[src/rtl/intr_pkg.sv]
// rtl/intr_pkg.sv - shared types and constants for the interrupt controller
package intr_pkg;

  localparam int         NUM_IRQ          = 4;
  localparam logic [9:0] VEC_BASE_DEFAULT = 10'h3FC;

  typedef enum logic [1:0] {
    ST_IDLE    = 2'd0,
    ST_ENTER   = 2'd1,
    ST_SERVICE = 2'd2
  } state_e;

  // Index of the lowest set bit; index 0 carries the highest priority.
  function automatic logic [1:0] lowest_set(input logic [NUM_IRQ-1:0] v);
    lowest_set = 2'd0;
    for (int i = NUM_IRQ - 1; i >= 0; i--) begin
      if (v[i]) lowest_set = 2'(i);
    end
  endfunction

endpackage

[src/rtl/irq_sync_edge.sv]
// rtl/irq_sync_edge.sv - two-flop synchronizer with rising-edge detect for one irq line
module irq_sync_edge (
  input  logic clk,
  input  logic reset,
  input  logic irq,
  output logic rise
);

  logic s1;
  logic s2;
  logic prev;

  // s1/s2 resolve metastability; prev holds the last synchronized level for edge detection
  always_ff @(posedge clk or posedge reset) begin
    if (reset) begin
      s1   <= 1'b0;
      s2   <= 1'b0;
      prev <= 1'b0;
    end else begin
      s1   <= irq;
      s2   <= s1;
      prev <= s2;
    end
  end

  assign rise = s2 & ~prev;

endmodule

[src/rtl/intr_ctrl.sv]
// rtl/intr_ctrl.sv - four-line prioritized, non-nesting interrupt controller
module intr_ctrl
  import intr_pkg::*;
#(
  parameter logic [9:0] VEC_BASE = VEC_BASE_DEFAULT
) (
  input  logic               clk,
  input  logic               reset,
  input  logic [NUM_IRQ-1:0] irq,
  input  logic               mask_we,
  input  logic [NUM_IRQ-1:0] mask_in,
  input  logic               ei,
  input  logic               di,
  input  logic               cpu_push,
  input  logic               cpu_pop,
  input  logic               reti,
  output logic               stack_push,
  output logic               stack_pop,
  output logic               s_intr,
  output logic               cpu_hold,
  output logic               vec_load,
  output logic               ret_load,
  output logic [9:0]         vec_addr,
  output logic               in_service,
  output logic [1:0]         active_id,
  output logic               reti_err
);

  state_e             state;
  logic [NUM_IRQ-1:0] rise;
  logic [NUM_IRQ-1:0] pending;
  logic [NUM_IRQ-1:0] mask;
  logic [NUM_IRQ-1:0] ready;
  logic [NUM_IRQ-1:0] clear_vec;
  logic               gie;
  logic               take;
  logic               reti_ok;
  logic               reti_bad;

  for (genvar g = 0; g < NUM_IRQ; g++) begin : g_sync
    irq_sync_edge u_sync (
      .clk   (clk),
      .reset (reset),
      .irq   (irq[g]),
      .rise  (rise[g])
    );
  end

  // A fresh edge counts as pending in the cycle it is detected, so the take
  // decision lands right after the two synchronizer stages.
  assign ready     = (pending | rise) & mask;
  assign take      = (state == ST_IDLE) && gie && (|ready) && !cpu_push && !cpu_pop;
  assign reti_ok   = (state == ST_SERVICE) && reti;
  assign reti_bad  = (state != ST_SERVICE) && reti;
  assign clear_vec = (state == ST_ENTER) ? (NUM_IRQ'(1) << active_id) : '0;

  // Control FSM: IDLE -> ENTER (one cycle) -> SERVICE -> IDLE on reti
  always_ff @(posedge clk or posedge reset) begin
    if (reset) begin
      state <= ST_IDLE;
    end else begin
      case (state)
        ST_IDLE:    if (take) state <= ST_ENTER;
        ST_ENTER:   state <= ST_SERVICE;
        ST_SERVICE: if (reti) state <= ST_IDLE;
        default:    state <= ST_IDLE;
      endcase
    end
  end

  // Latch the winning line when the interrupt is taken
  always_ff @(posedge clk or posedge reset) begin
    if (reset) begin
      active_id <= 2'd0;
    end else if (take) begin
      active_id <= lowest_set(ready);
    end
  end

  // Pending bits latch every edge regardless of mask/gie; a new edge beats the ENTER clear
  always_ff @(posedge clk or posedge reset) begin
    if (reset) begin
      pending <= '0;
    end else begin
      pending <= (pending & ~clear_vec) | rise;
    end
  end

  // Mask register, global enable (di dominates ei) and sticky misuse flag
  always_ff @(posedge clk or posedge reset) begin
    if (reset) begin
      mask     <= '0;
      gie      <= 1'b0;
      reti_err <= 1'b0;
    end else begin
      if (mask_we) mask <= mask_in;
      if (di) begin
        gie <= 1'b0;
      end else if (ei) begin
        gie <= 1'b1;
      end
      if (reti_bad) reti_err <= 1'b1;
    end
  end

  // Stack/PC strobes: CPU call/ret pass through except on ENTER and reti cycles
  always_comb begin
    stack_push = cpu_push;
    stack_pop  = cpu_pop;
    s_intr     = 1'b0;
    cpu_hold   = 1'b0;
    vec_load   = 1'b0;
    ret_load   = 1'b0;
    vec_addr   = '0;
    in_service = 1'b0;
    if (state == ST_ENTER) begin
      stack_push = 1'b1;
      stack_pop  = 1'b0;
      vec_load   = 1'b1;
      cpu_hold   = 1'b1;
      vec_addr   = VEC_BASE + 10'(active_id);
    end else if (state == ST_SERVICE) begin
      in_service = 1'b1;
      if (reti_ok) begin
        stack_push = 1'b0;
        stack_pop  = 1'b1;
        s_intr     = 1'b1;
        ret_load   = 1'b1;
      end
    end
    if (reset) begin
      stack_push = 1'b0;
      stack_pop  = 1'b0;
      s_intr     = 1'b0;
      cpu_hold   = 1'b0;
      vec_load   = 1'b0;
      ret_load   = 1'b0;
      vec_addr   = '0;
      in_service = 1'b0;
    end
  end

endmodule

[config.mk]
export PLATFORM = sky130hd
export DESIGN_NAME = intr_ctrl
export DESIGN_NICKNAME = d
export VERILOG_FILES = /design/src/rtl/intr_pkg.sv /design/src/rtl/irq_sync_edge.sv /design/src/rtl/intr_ctrl.sv
export SDC_FILE = /design/constraint.sdc
export NUM_CORES = 1
export LEC_CHECK = 0
export CELL_PAD_IN_SITES_DETAIL_PLACEMENT = 1
export CELL_PAD_IN_SITES_GLOBAL_PLACEMENT = 1
export CORE_ASPECT_RATIO = 1.75
export CORE_UTILIZATION = 36
export DETAILED_ROUTE_END_ITERATION = 12
export GPL_TIMING_DRIVEN = 0
export PLACE_DENSITY = 0.8
export SYNTH_ARGS = -nofsm -noshare
export SYNTH_HDL_FRONTEND = slang
export SYNTH_SLANG_ARGS = --single-unit
[constraint.sdc]
create_clock -name clk -period 2.8 [get_ports clk]
set_input_delay 0.56 -clock clk [delete_from_list [all_inputs] [get_ports clk]]
set_output_delay 0.56 -clock clk [all_outputs]
set_load 0.03 [all_outputs]
==> results.md, run 1 <==
* Critical path's top delay family: buffers and inverters
* Max stage delay on crit path at approximately 0.65 ns
* Final setup violation count at 0
* Vias at 815
* Worst Path Required at 2.24 ns
* DR iter-0 viols at 11
* Fin. max-slew vios at 0
* PnR worst setup slack at between 0.15 and 0.2 ns
* Synthesis Warnings at 0
* DR DRC count at 0
* Final period util at 93.3%
* Fmax achieved at 383 MHz
* Worst Setup Path Type: reg -> out
* First-pass GRT wire length at 4280 um
* Largest family of logic cells by synthesized area: simple AND/OR/NAND/NOR gates
* Status: complete, no violations
* Syn nets at 106
* Die X at 42.9 um
* Post-route cell area at approximately 0.0015 mm2
* Worst VDD drop at ~0.38 mV
* Final hold violation count at 0
* DP Area at 0.00144 mm2
* Final-stage net count at 149
* Initial antenna violation count at 0
* Routed Antenna Nets at 0
* Pre-CTS WS at -0.569 ns
* Syn_area_per_cell at 11.7 um2
* Compound-Gate Fraction of Synth Area at 11.6%
* Gr ovfl total at 0
* Synthesized flop and latch total at 26
* Mean routed wirelength per cell at approximately 16 um
* PD cells at approximately 540 mW/mm2
* Crit start category: flip-flop
* Die Area at approximately 0.0032 mm2
* Grt met2 use at 35.7%
* Vias in the first global route at 960
* Rel. slew slack at 58.5%
* CTS tree: built
* # IOs at 36
* Post-Synth Adder-Cell Area at 0%
* Synth Cell Area at 0.00105 mm2
* Simple-gate share of the synthesized area at 14.9%
* Row Count at 25
* Later-pin clock latency in the skew report at ~0.27 ns
* Placeable Area at 0.00275 mm2
* Post-Synthesis Cells at 90
* Setup TNS Final at 0 ns
* Htree depth at 1
* Hold Crit Class: reg -> reg
* Tmin final at 2.61 ns
* Crit-path cells: nand2b_1 -> nor2_2 -> buf_4 -> clkdlybuf4s50_1
* All-layer global routing usage at between 10% and 20%
* Placer Congestion at roughly 0.75
* CTS clk-pin slew, worst paths at 0.08 ns
* Initial Utilization at 38.3%
* Drt pass-1 iters at 4
* Sequential-to-total area share from yosys stat at between 60% and 70%
* Synth unique cells at 21
* Clk sinks at 26
* Ant diodes at 0
* Die Span Y at 73.6 um
* Worst slew pin tran at between 0.6 and 0.7 ns
* Multiplexer area fraction after synthesis at 4.27%
* Clk_skew at roughly 0.0018 ns
* GRT met1 Usage at between 10% and 20%
* Critical Path AT at 2.05 ns
* Port bufs at 35
* Largest net degree at the start of global routing at 15
* Clk root buf: clkbuf_8
* CTS Buf Count at 3
* M3 GR Usage at ~3.2%
* CP max stage cell: clkdlybuf4s50_1
* GRT busiest layer: met2
* Vias per inst at 5.16
* Buf/Inv on CP at 2
* Unrepaired setup endpoints after global routing: no
* Post-Synth XOR/XNOR Area at 0%
* Max cap viols at 0
* Layout cell share with drive strength beyond 1 at 17.6%
* Deepest clock path buffer count at 2
* Crit end category: output port
* Critical Path Fanout Max at 6
* Area delta synth->final at 42.9%
* Final wirelength at 2470 um
* Final core occ at 54.8%
* # fillers at between 200 and 300
* Static Leak at around 0.66 nW
* Dpl hpwl at between 1500 and 2000 um
==> registers in the layout, summed over array words and instances, names as in the netlist <==
register and count:
reti_err 1, pending 4, g_sync.u_sync.prev 4, g_sync.u_sync.s1 4, active_id 2, gie 1, mask 4, g_sync.u_sync.s2 4
state 2
==> layout make-up <==
type,count,area [um2],area share (%)
Tap cell,27,33.8,2.24
Timing Repair inverter,1,5.00,0.332
Inverter,1,7.51,0.498
Clock buffer,3,41.3,2.74
Multi-Input combinational cell,54,339,22.5
Buffer,10,75.1,4.98
Timing Repair Buffer,36,355,23.6
Sequential cell,26,651,43.2
==> synth_stat cells <==
master     count  share of area, %
o21a_1         2               1.4
and3_1         3               1.8
nor2b_1        5               3.0
nand3_1        2              0.95
a21oi_1        3               1.4
o21ai_1        8               3.8
buf_4         10               7.1
nand2b_1       7               4.2
a21o_1         2               1.4
nand2_1        4               1.4
and2b_1        1              0.71
o31ai_1        1              0.71
o21ai_0        1              0.47
nor2_2         1              0.59
inv_1          1              0.36
nor2_1         5               1.8
a211oi_1       1              0.71
dfrtp_1       26                62
and2_1         1              0.59
a2bb2oi_1      2               1.7
mux2_2         4               4.3
==> placed cells by master, fill, tap and decap left out, drive strengths merged <==
cell type	Yosys	final
and2b	1	1
dlymetal6s2s	0	1
mux2	4	4
dfrtp	26	26
clkinvlp	0	2
and3	3	3
nand2	4	4
nor2b	5	5
nor2	6	7
clkbuf	0	3
o21ai	9	9
o31ai	1	1
clkdlybuf4s50	0	30
buf	10	11
and2	1	1
a2bb2oi	2	2
dlygate4sd2	0	4
a21o	2	2
nand2b	7	7
o21a	2	2
nand3	2	2
a21oi	3	3
a211oi	1	1
==> kinds of logic (layout without fill, tap and decap cells) <==
kind of cell | count (synthesis) | count (layout)
AO/OA/AOI/OAI | 20 | 20
buffers and inverters | 11 | 51
flip-flops | 26 | 26
multiplexers | 4 | 4
AND/OR/NAND/NOR | 29 | 30
==> path summary, 6_finish.rpt <==
path | startpoint | to | slack, ns | cells after the start
max | state[1] | vec_addr[6] | 0.19 | 4
min | g_sync[2].u_sync.s1 | g_sync[2].u_sync.s2 | 0.35 | 0
max reg2reg | state[1] | pending[0] | 1.64 | 3
min reg2reg | g_sync[2].u_sync.s1 | g_sync[2].u_sync.s2 | 0.35 | 0
max in group asynchronous | reset | active_id[1] | 1.80 | 2
min in group asynchronous | reset | reti_err | 0.66 | 3
==> power breakdown <==
group / internal, W / leakage [nW] / switching (W)
combinational: 0.0000800 / 0.339 / 0.0000847
sequential: 0.000408 / 0.295 / 0.0000348
clock: 0.0000965 / 0.0216 / 0.000108
==> per-layer routing <==
layer	wire length (um)	vias up
met4	53	0
met3	95	5
met1	831	405
li1	-	380
met2	1490	25
met5	0	-
==> through the flow <==
| stage | instances | total power, W | hold WS, ns |
|---|---|---|---|
| after floorplan | 90 | 0.000531 | 0.331 |
| after global placement | 152 | 0.000607 | 0.333 |
| after detailed placement | 152 | 0.000614 | 0.336 |
| after CTS | 158 | 0.000824 | 0.358 |
| after global routing | 158 | 0.000851 | 0.362 |
| final | 158 | 0.000812 | 0.353 |
==> what timing repair did <==
action                                  in CTS  in global routing
pin swaps                                    1                  0
gates cloned                                 2                  0
buffers inserted                             1                  0
hold buffers                                 0                  0
endpoints found under the hold margin        0                  0
gates resized for setup                      7                  1
endpoints found under the setup margin      13                  1
Note: power is estimated with default switching activity, not from simulation.
==> run 2: changes to the inputs <==
Settings changed: HOLD_SLACK_MARGIN from default to 0.08.
==> results of run 2 <==
Same layout as run 1: the final DEF is identical, and so are final timing and power.
==> run 3: changes to the inputs <==
Settings changed: REMOVE_ABC_BUFFERS from default to 1.
==> results.md, run 3 (same netlist as run 1, synthesis figures left out) <==
* Dpl hpwl at 1630 um (-11%)
* Clk root buf: clkbuf_8
* Setup TNS Final at 0 ns (unchanged)
* Gr ovfl total at 0 (unchanged)
* Layout cell share with drive strength beyond 1 at 11.5% (-6.1 points)
* Final-stage net count at 139 (-6.7%)
* DR DRC count at 0 (unchanged)
* CTS tree: built
* Largest net degree at the start of global routing at 15 (unchanged)
* Hold Crit Class: reg -> reg
* Worst VDD drop at 0.359 mV (-5.8%)
* Final period util at 91.5% (-1.8 points)
* Combinational group share of total power at 19.3% (-1.0 points)
* Initial Utilization at 38.3% (unchanged)
* PD cells at 579 mW/mm2 (+7.6%)
* Drt pass-1 iters at 4 (unchanged)
* Fmax achieved at 391 MHz (+2.0%)
* Vias in the first global route at 804 (-16%)
* Worst Setup Path Type: in -> out
* Max cap viols at 0 (unchanged)
* Port bufs at 35 (unchanged)
* Crit end category: output port
* Status: complete, no violations
* Placeable Area at 0.00275 mm2 (unchanged)
* Vias at 772 (-5.3%)
* DR iter-0 viols at 5 (-6)
* Pre-CTS WS at -0.616 ns (-0.0478 ns)
* Final setup violation count at 0 (unchanged)
* Routed Antenna Nets at 0 (unchanged)
* Htree depth at 1 (unchanged)
* Worst Path Required at 2.24 ns (about the same)
* First-pass GRT wire length at 3730 um (-13%)
* CTS clk-pin slew, worst paths at 0.08 ns (about the same)
* Final wirelength at 2260 um (-8.9%)
* Rel. slew slack at 57.8% (-0.71 points)
* Fin. max-slew vios at 0 (unchanged)
* Placer Congestion at 0.706 (-6.1%)
* Final hold violation count at 0 (unchanged)
* Placed insts at 142 (-6.6%)
* Area delta synth->final at 37.0%
* # IOs at 36 (unchanged)
* Critical Path AT at 2.00 ns (-0.05 ns)
* Clk_skew at 0.00509 ns (+0.00325 ns)
* Psw at 0.000226 W (-0.47%)
* Crit start category: input port
* Final core occ at 52.5% (-2.3 points)
* Initial antenna violation count at 0 (unchanged)
* Later-pin clock latency in the skew report at 0.27 ns (about the same)
* Ant diodes at 0 (unchanged)
* CTS Buf Count at 3 (unchanged)
* Commonest non-fill, non-tap cell in the layout: clkdlybuf4s50_1
* Die X at 42.9 um (unchanged)
* Reg power frac at 52.7% (-1.8 points)
* Clock Power Share at 28.0% (+2.8 points)
* Row Count at 25 (unchanged)
* P_int at 0.000610 W (+4.5%)
* Die Span Y at 73.6 um (unchanged)
* Tmin final at 2.56 ns (-0.0515 ns)
* Vias per inst at 5.18 (+0.45%)
* Unrepaired setup endpoints after global routing: no
* Die Area at 0.00316 mm2 (unchanged)
* Static Leak at 0.603 nW (-8.0%)
* Sw frac at 27.1% (-0.98 points)
* PnR worst setup slack at 0.239 ns (+0.0515 ns)
* Most frequent cells in the layout: 32 x clkdlybuf4s50_1, 26 x dfrtp_1, 8 x o21ai_1
* Critical Path Fanout Max at 4 (-2)
* Mean routed wirelength per cell at 15.1 um (-3.3%)
* All-layer global routing usage at 16.4% (-2.4 points)
* Deepest clock path buffer count at 2 (unchanged)
* Final std cells w/o fill at 149 (-5.7%)
* Clk sinks at 26 (unchanged)
* Worst slew pin tran at 0.630 ns (+0.0106 ns)
==> run 3: cell types whose count changed in the layout (fill, tap and decap cells not counted), sizes merged <==
cell	previous run	this run
buf	11	2
clkbuf	3	4
clkdlybuf4s50	30	32
dlygate4sd2	4	2
nor2	7	6
==> run 3: power groups by stage <==
stage	Sequential, W	Combinational (W)	Clock [W]
2_1_floorplan	0.000458	0.0000690	0
4_1_cts	0.000441	0.000164	0.000245
5_1_grt	0.000447	0.000175	0.000260
3_3_place_gp	0.000447	0.000155	0
6_report	0.000441	0.000162	0.000234
3_5_place_dp	0.000449	0.000161	0
==> run 3: worst max-delay path, cell delays in order <==
cell             delay [ns]
clkdlybuf4s50_1        0.46
nor2b_1                0.18
nand2b_1               0.16
a211oi_1               0.22
dlygate4sd2_1          0.43
==> run 3: final cells by class <==
cell class              count  area [um2]
clock buffers               4        55.1
repair inverters            1        5.00
repair buffers             37         365
well taps                  27        33.8
multi-input cells          53         328
flip-flops and latches     26         651
inverters                   1        7.51
fillers                   298        1310
==> run 3: layer usage <==
layer | part of all wire [%] | vias up | wire length [um] | global-route usage, %
met1 | 37 | 375 | 832 | 17.7
met5 | 0 | - | 0 | 0
met4 | 2.7 | 0 | 60 | 10.4
met2 | 55 | 33 | 1230 | 29.0
li1 | - | 358 | - | -
met3 | 5.8 | 6 | 131 | 2.46
==> run 3: worst paths after layout <==
kind	slack [ns]	cells past startpoint	end	start
min reg2reg	0.36	0	g_sync[2].u_sync.s2	g_sync[2].u_sync.s1
max in group asynchronous	1.83	2	g_sync[0].u_sync.prev	reset
min	0.36	0	g_sync[2].u_sync.s2	g_sync[2].u_sync.s1
max	0.24	5	stack_push	reti
min in group asynchronous	0.58	3	mask[2]	reset
max reg2reg	1.64	4	pending[2]	state[1]
==> run 3: metrics by stage <==
stage | hold WS [ns] | cell area, um2 | total power, W
after detailed placement | 0.339 | 1360 | 0.000609
after global routing | 0.369 | 1450 | 0.000881
after CTS | 0.359 | 1440 | 0.000851
after global placement | 0.334 | 1360 | 0.000602
final | 0.355 | 1450 | 0.000837
after floorplan | 0.331 | 980 | 0.000527
==> run 3: repair_timing <==
item / 4_1_cts / 5_1_grt
gates resized for setup: 4 / 1
gates cloned: 1 / 0
setup buffers: 2 / 0
endpoints found under the setup margin: 13 / 1
hold buffers: 0 / 0
